$ cat src/rtl/fc_layer5_if.sv
// fc_layer5_if: bus between the layer-5 FC stage and its controller / memories
// Signals:
//   L5_en                  stage enable from the top controller
//   L4_output_read_addr    L4 feature read address
//   L4_output_read_data    L4 feature data (MEM_LATENCY cycles after address)
//   L5_weight_addr         weight/bias read address
//   L5_weight_dout         weight/bias data (same latency)
//   L5_output_write_addr   neuron index written
//   L5_output_write_data   neuron result
//   L5_output_wea          write strobe, one cycle per neuron
//   neuron_count           current neuron index
//   L5_done                high while the layer is complete
// Modports: master = FC stage, slave = controller/memory side.
interface fc_layer5_if #(parameter int DATA_WIDTH = 16);
   logic                  L5_en;
   logic [8:0]            L4_output_read_addr;
   logic [DATA_WIDTH-1:0] L4_output_read_data;
   logic [15:0]           L5_weight_addr;
   logic [DATA_WIDTH-1:0] L5_weight_dout;
   logic [6:0]            L5_output_write_addr;
   logic [DATA_WIDTH-1:0] L5_output_write_data;
   logic                  L5_output_wea;
   logic [6:0]            neuron_count;
   logic                  L5_done;
   modport master (
      input  L5_en, L4_output_read_data, L5_weight_dout,
      output L4_output_read_addr, L5_weight_addr, L5_output_write_addr,
             L5_output_write_data, L5_output_wea, neuron_count, L5_done
   );
   modport slave (
      output L5_en, L4_output_read_data, L5_weight_dout,
      input  L4_output_read_addr, L5_weight_addr, L5_output_write_addr,
             L5_output_write_data, L5_output_wea, neuron_count, L5_done
   );
endinterface

$ cat src/rtl/fc_layer5_wrapper.sv
// fc_layer5_wrapper: fully-connected layer 5, one neuron at a time through a single signed MAC
// Ports:
//   clk  clock
//   rst  synchronous reset, active-low
//   bus  fc_layer5_if.master (enable, L4 feature read, weight read, L5 result write, status)
// Optional feature macro FC_RELU_EN: when defined, negative results are written as 0.
module fc_layer5_wrapper #(
   parameter int DATA_WIDTH  = 16,
   parameter int FRAC_BITS   = 8,
   parameter int IN_SIZE     = 400,
   parameter int OUT_SIZE    = 120,
   parameter int MEM_LATENCY = 2,
   parameter int ACC_WIDTH   = 41
) (
   input logic       clk,
   input logic       rst,
   fc_layer5_if.master bus
);
   localparam int DCW = $clog2(MEM_LATENCY + 1);
   typedef enum logic [4:0] {
      S_IDLE  = 5'b00001,
      S_RUN   = 5'b00010,
      S_DRAIN = 5'b00100,
      S_WRITE = 5'b01000,
      S_DONE  = 5'b10000
   } state_t;
   state_t r_state, w_next;
   logic [8:0]                  r_idx;
   logic [15:0]                 r_base;
   logic [6:0]                  r_n, r_waddr;
   logic [DCW-1:0]              r_dcnt;
   logic [MEM_LATENCY-1:0]      r_vld, r_bias;
   logic signed [ACC_WIDTH-1:0] r_acc, w_add, w_sum, w_shift;
   logic signed [2*DATA_WIDTH-1:0] w_prod;
   logic [ACC_WIDTH-DATA_WIDTH:0] w_hi;
   logic [DATA_WIDTH-1:0]       r_wdata, w_sat, w_res;
   logic w_en, w_idx_last, w_drain_last, w_n_last;
   assign w_en         = bus.L5_en;
   assign w_idx_last   = r_idx == 9'(IN_SIZE);
   assign w_drain_last = r_dcnt == DCW'(MEM_LATENCY - 1);
   assign w_n_last     = r_n == 7'(OUT_SIZE - 1);
   always_comb begin
      w_next = r_state;
      case (r_state)
         S_IDLE:  w_next = w_en ? S_RUN : S_IDLE;
         S_RUN:   w_next = !w_en ? S_IDLE : w_idx_last ? S_DRAIN : S_RUN;
         S_DRAIN: w_next = !w_en ? S_IDLE : w_drain_last ? S_WRITE : S_DRAIN;
         S_WRITE: w_next = !w_en ? S_IDLE : w_n_last ? S_DONE : S_RUN;
         S_DONE:  w_next = w_en ? S_DONE : S_IDLE;
         default: w_next = S_IDLE;
      endcase
   end
   // The oldest pipeline slot holds the word returning from memory this cycle.
   assign w_prod  = $signed(bus.L4_output_read_data) * $signed(bus.L5_weight_dout);
   assign w_add   = !r_vld[MEM_LATENCY-1] ? '0 :
                    r_bias[MEM_LATENCY-1] ? ACC_WIDTH'($signed(bus.L5_weight_dout)) <<< FRAC_BITS :
                    ACC_WIDTH'(w_prod);
   assign w_sum   = r_acc + w_add;
   assign w_shift = w_sum >>> FRAC_BITS;
   // In range only when every bit above the result's sign bit matches it.
   assign w_hi    = w_shift[ACC_WIDTH-1:DATA_WIDTH-1];
   assign w_sat   = (&w_hi || ~|w_hi) ? w_shift[DATA_WIDTH-1:0] :
                    {w_hi[ACC_WIDTH-DATA_WIDTH], {(DATA_WIDTH-1){~w_hi[ACC_WIDTH-DATA_WIDTH]}}};
`ifdef FC_RELU_EN
   assign w_res   = w_sat[DATA_WIDTH-1] ? '0 : w_sat;
`else
   assign w_res   = w_sat;
`endif
   always_ff @(posedge clk) begin
      if (!rst) begin
         r_state <= S_IDLE;
         r_idx   <= '0;
         r_base  <= '0;
         r_n     <= '0;
         r_dcnt  <= '0;
         r_vld   <= '0;
         r_bias  <= '0;
         r_acc   <= '0;
         r_wdata <= '0;
         r_waddr <= '0;
      end else begin
         r_state <= w_next;
         // idx parks on the bias index through DRAIN, otherwise restarts at 0
         r_idx   <= (r_state == S_RUN && w_next == S_RUN) ? r_idx + 9'd1 :
                    (w_next == S_DRAIN) ? r_idx : '0;
         r_dcnt  <= (r_state == S_DRAIN && w_next == S_DRAIN) ? r_dcnt + DCW'(1) : '0;
         r_n     <= (r_state == S_WRITE && w_next == S_RUN) ? r_n + 7'd1 :
                    (w_next == S_IDLE) ? '0 : r_n;
         r_base  <= (r_state == S_WRITE && w_next == S_RUN) ? r_base + 16'(IN_SIZE + 1) :
                    (w_next == S_IDLE) ? '0 : r_base;
         r_vld   <= (w_next == S_IDLE) ? '0 : (r_vld << 1) | MEM_LATENCY'(r_state == S_RUN);
         r_bias  <= (w_next == S_IDLE) ? '0 : (r_bias << 1) | MEM_LATENCY'(r_state == S_RUN && w_idx_last);
         r_acc   <= (w_next == S_RUN || w_next == S_DRAIN) ? w_sum : '0;
         // The bias lands on the last DRAIN cycle, so the result is taken from the live sum.
         if (r_state == S_DRAIN && w_next == S_WRITE) begin
            r_wdata <= w_res;
            r_waddr <= r_n;
         end
      end
   end
   assign bus.L4_output_read_addr  = w_idx_last ? 9'(IN_SIZE - 1) : r_idx;
   assign bus.L5_weight_addr       = r_base + 16'(r_idx);
   assign bus.L5_output_write_addr = r_waddr;
   assign bus.L5_output_write_data = r_wdata;
   assign bus.L5_output_wea        = (r_state == S_WRITE) && w_en;
   assign bus.neuron_count         = r_n;
   assign bus.L5_done              = r_state == S_DONE;
endmodule

$ cat src/flat_wrapper.sv
// flat-port wrapper written by rule: the top's interface ports become plain ports
module fc_layer5_wrapper_flat 
#(
   parameter int DATA_WIDTH  = 16,
   parameter int FRAC_BITS   = 8,
   parameter int IN_SIZE     = 400,
   parameter int OUT_SIZE    = 120,
   parameter int MEM_LATENCY = 2,
   parameter int ACC_WIDTH   = 41
)
  (clk, rst, bus_L5_en, bus_L4_output_read_data, bus_L5_weight_dout, bus_L4_output_read_addr, bus_L5_weight_addr, bus_L5_output_write_addr, bus_L5_output_write_data, bus_L5_output_wea, bus_neuron_count, bus_L5_done);
  fc_layer5_if #(.DATA_WIDTH(DATA_WIDTH)) bus_i ();
  input logic clk;
  input logic rst;
  input wire logic [$bits(bus_i.L5_en)-1:0] bus_L5_en;
  input wire logic [$bits(bus_i.L4_output_read_data)-1:0] bus_L4_output_read_data;
  input wire logic [$bits(bus_i.L5_weight_dout)-1:0] bus_L5_weight_dout;
  output wire logic [$bits(bus_i.L4_output_read_addr)-1:0] bus_L4_output_read_addr;
  output wire logic [$bits(bus_i.L5_weight_addr)-1:0] bus_L5_weight_addr;
  output wire logic [$bits(bus_i.L5_output_write_addr)-1:0] bus_L5_output_write_addr;
  output wire logic [$bits(bus_i.L5_output_write_data)-1:0] bus_L5_output_write_data;
  output wire logic [$bits(bus_i.L5_output_wea)-1:0] bus_L5_output_wea;
  output wire logic [$bits(bus_i.neuron_count)-1:0] bus_neuron_count;
  output wire logic [$bits(bus_i.L5_done)-1:0] bus_L5_done;
  assign bus_i.L5_en = bus_L5_en;
  assign bus_i.L4_output_read_data = bus_L4_output_read_data;
  assign bus_i.L5_weight_dout = bus_L5_weight_dout;
  assign bus_L4_output_read_addr = bus_i.L4_output_read_addr;
  assign bus_L5_weight_addr = bus_i.L5_weight_addr;
  assign bus_L5_output_write_addr = bus_i.L5_output_write_addr;
  assign bus_L5_output_write_data = bus_i.L5_output_write_data;
  assign bus_L5_output_wea = bus_i.L5_output_wea;
  assign bus_neuron_count = bus_i.neuron_count;
  assign bus_L5_done = bus_i.L5_done;
  fc_layer5_wrapper #(.DATA_WIDTH(DATA_WIDTH), .FRAC_BITS(FRAC_BITS), .IN_SIZE(IN_SIZE), .OUT_SIZE(OUT_SIZE), .MEM_LATENCY(MEM_LATENCY), .ACC_WIDTH(ACC_WIDTH)) u_core (.clk(clk), .rst(rst), .bus(bus_i));
endmodule
$ cat config.mk
export PLATFORM = sky130hd
export DESIGN_NAME = fc_layer5_wrapper_flat
export DESIGN_NICKNAME = d
export VERILOG_FILES = /design/src/rtl/fc_layer5_if.sv /design/src/rtl/fc_layer5_wrapper.sv /design/src/flat_wrapper.sv
export SDC_FILE = /design/constraint.sdc
export NUM_CORES = 1
export LEC_CHECK = 0
export ABC_CLOCK_PERIOD_IN_PS = 20500
export BUFFER_PORTS_ARGS = -buffer_cell sky130_fd_sc_hd__buf_2
export CORE_UTILIZATION = 55
export DETAILED_ROUTE_END_ITERATION = 7
export PLACE_DENSITY = 0.7
export SLEW_MARGIN = 20
export SYNTH_ARGS = -nofsm -noshare
export SYNTH_HDL_FRONTEND = slang
export SYNTH_SLANG_ARGS = --single-unit
$ cat constraint.sdc
create_clock -name clk -period 20.5 [get_ports clk]
set_clock_uncertainty 0.2 [all_clocks]
set_input_delay 5.125 -clock clk [delete_from_list [all_inputs] [get_ports clk]]
set_output_delay 5.125 -clock clk [all_outputs]
set_load 0.01 [all_outputs]
==> results.txt <==
Mean Syn Cell Area: 8.45 um^2
Net Count, Synth: 2,465
Final min period: 14,750 ps
setup_tns: 0 ps
first-pass GRT wire length: 70,600 um
Setup crit start kind: primary input
1st-iter DRT viols: 869
cell types occupying the most area after synthesis: fa_1, dfxtp_1, ha_1, inv_1, and2_1
#FFs+latches synth: 107
DR pass1 iterations: 5
Worst path most repeated cell: fa_1
Post-synth EDFFs: 0
cells resized by post-CTS repair: 0
CTS tree: yes
Die X: 179 um
largest net degree at the start of global routing: 56
outcome: complete, no violations
CTS H-tree lvls: 3
WP buf/inv: 4
Mapped Area: 17,200 um^2
area leader, netlist: fa_1
fin nets: 2,485
final hold vios: 0
Flop pwr share: 0.066
distinct cell type count after synthesis: 72
CTS sink count: 107
post-CTS setup buffers: 0
DRT antenna net count: 0
maximum clock insertion buffer count: 2
Sw Share: 0.525
Reg clk slew, reported paths: 80 ps
Pleak: 0.00886 uW
Cells after Synth: 2,030
fmax: 67.8 MHz
GRT Residual Overflow: 0
Tot GR Track Use: 0.277
hold buffers post-CTS: 0
largest incremental delay on the critical path: 590 ps
CTS Buf Count: 9
NetSw: 1660 uW
Die Area: 31,900 um^2
Top delay family on crit path: adder cells
Placer Congestion: 0.886
cell internal pwr: 1510 uW
Root Buffer: clkbuf_16
share of the synthesized area in the top cell type: 0.308
kind of critical path: primary input to flip-flop
row count: 64
ant diodes: 0
Worst EP required: 20,550 ps
Worst VDD drop: 0.000183 V
worst-path fanout max: 17
Post-Layout Inst Area: 18,100 um^2
HP Class: flip-flop to flip-flop
Slew HR: 0.358
cell area power density: 175 nW/um^2
Final period util: 0.719
Worst Max-Slew Pin Slew: 960 ps
Post-Place Cell Area: 17,800 um^2
kind of end point of the critical path: flip-flop
routed via count: 13,800
height of the chip: 179 um
Filler cells: 2,757
area of the core: 30,700 um^2
final number of setup-violating endpoints: 0
ys async rst share: 0
Final HPWL DP: 33,100 um
slowest CP cell: fa_1
Initial Utilization: 0.560
DR vias/cell: 5.64
IO Pins: 92
Max-cap violations: 0
WL/cell: 16.9 um
Clk network pwr share: 0.056
initial antenna violation count: 0
share of cells above drive strength 1: 0.0681
critical path arrival: 14,790 ps
final wirelength: 41,400 um
unrepaired setup endpoints after global routing: no
Area Growth Syn to Fin: 5.52%
Util after Layout: 0.590
Post-route DRC: 0
vias in the first global route: 14,200
port bufs: 91
fin. max-slew vios: 0
Top FF cell, synth: dfxtp_1
clk_lat worst skew: 360 ps
register area share after synthesis: 0.125
number of synthesis warnings: 0
Gate power share: 0.878
## layout make-up
cell class              count  area, um^2  area share
flip-flops and latches    107        2140       0.118
clock inverters             7        81.3     0.00449
inverters                 327        1230      0.0678
repair buffers             94         478      0.0264
multi-input cells        1511       13500       0.743
well taps                 396         495      0.0274
clock buffers               9         225      0.0124
## cells in the mapped netlist (all sizes together) (3+ instances only)
master   instances
o21ai           91
or4b             4
o31ai            9
a2111oi          4
a211oi          11
nand3           34
nor2           112
a21oi           78
o31a             3
nand2b          16
and4             4
xor2            25
o21a            20
a21boi          19
nor4             5
nor2b           24
inv            326
or3              6
ha             136
and2           158
a211o            6
nand3b           7
xnor2           53
nor3            27
and3            38
dfxtp          107
clkbuf          79
nand4           15
buf              6
nand2          216
o211ai          13
fa             264
o21bai          13
a21o            29
a31oi           15
mux2i            4
o221a           16
## kinds of logic (layout without fill, tap and decap cells)
family          Yosys count  after routing  synth area share
simple gates            679            679             0.199
buf+inv                 412            437            0.0909
fa+ha+maj               400            400             0.407
compound gates          348            348             0.135
flops                   107            107             0.125
xor+xnor                 78             78            0.0398
mux                       6              6           0.00365
## layer usage
layer  vias to the layer above  track usage  part of all wire
li1                       6576            -                 -
met1                      6799        0.387              0.46
met2                       374        0.465              0.47
met3                        66       0.0251             0.046
met4                         0       0.0643             0.017
met5                         -            0                 0
## power by group through the flow
| stage | Clock (uW) | Sequential (uW) | Combinational (uW) |
|---|---|---|---|
| floorplan | 0 | 213 | 2200 |
| global placement | 0 | 213 | 2720 |
| detailed placement | 0 | 213 | 2760 |
| CTS | 180 | 208 | 2790 |
| global route | 189 | 209 | 3200 |
| finish | 178 | 209 | 2780 |
## worst paths after layout
| kind | slack [ps] | from | cells after the start | endpoint |
|---|---|---|---|---|
| max reg2reg | 14650 | u_core.r_vld[1] | 16 | u_core.bus.L5_output_write_data[8] |
| min | 230 | u_core.r_dcnt[0] | 1 | u_core.r_dcnt[0] |
| min reg2reg | 230 | u_core.r_dcnt[0] | 1 | u_core.r_dcnt[0] |
| max | 5750 | bus_L5_weight_dout[1] | 33 | u_core.bus.L5_output_write_data[8] |
## cell usage in the layout, fill, tap and decap left out, drive strengths merged, types with 11 or more instances in the layout
cell type	count
o21bai	13
a21o	29
a31oi	15
a21oi	78
nor2	112
nor3	27
o211ai	13
and3	38
o21ai	91
nand4	15
nand3	34
o221a	16
inv	328
nand2	216
xnor2	53
dfxtp	107
nor2b	24
and2	158
a211oi	11
o21a	20
ha	136
fa	264
a21boi	19
buf	94
nand2b	16
xor2	25
## stage by stage
stage               hold slack [ps]  setup slack (ps)  instances  total power [uW]
global route                    257              4990       2451              3600
detailed placement              212              5480       2435              2970
global placement                207              5650       2435              2930
finish                          232              5750       2451              3170
floorplan                       197              6190       2030              2420
CTS                             225              5770       2451              3180
## sequential cells by signal, summed over array words and instances, names as in the netlist, 5 cells and up
register,cells
u_core.bus.L5_output_write_addr,7
u_core.bus.L5_output_write_data,16
u_core.bus.neuron_count,7
u_core.r_acc,41
u_core.r_base,16
u_core.r_idx,9
u_core.r_state,5
## worst reg2reg max path, cell delays in order (launching register included)
cell	delay, ps
dfxtp_1	650
nor2b_1	310
and3_1	200
ha_1	190
inv_1	60
fa_1	380
nor2b_1	210
o211ai_1	160
a31oi_1	400
a31oi_1	300
o21ai_0	560
o21ai_0	290
a211oi_1	590
nor3_1	120
and4_1	240
a41oi_2	620
o221a_2	330
(Power assumes the default switching activity.)
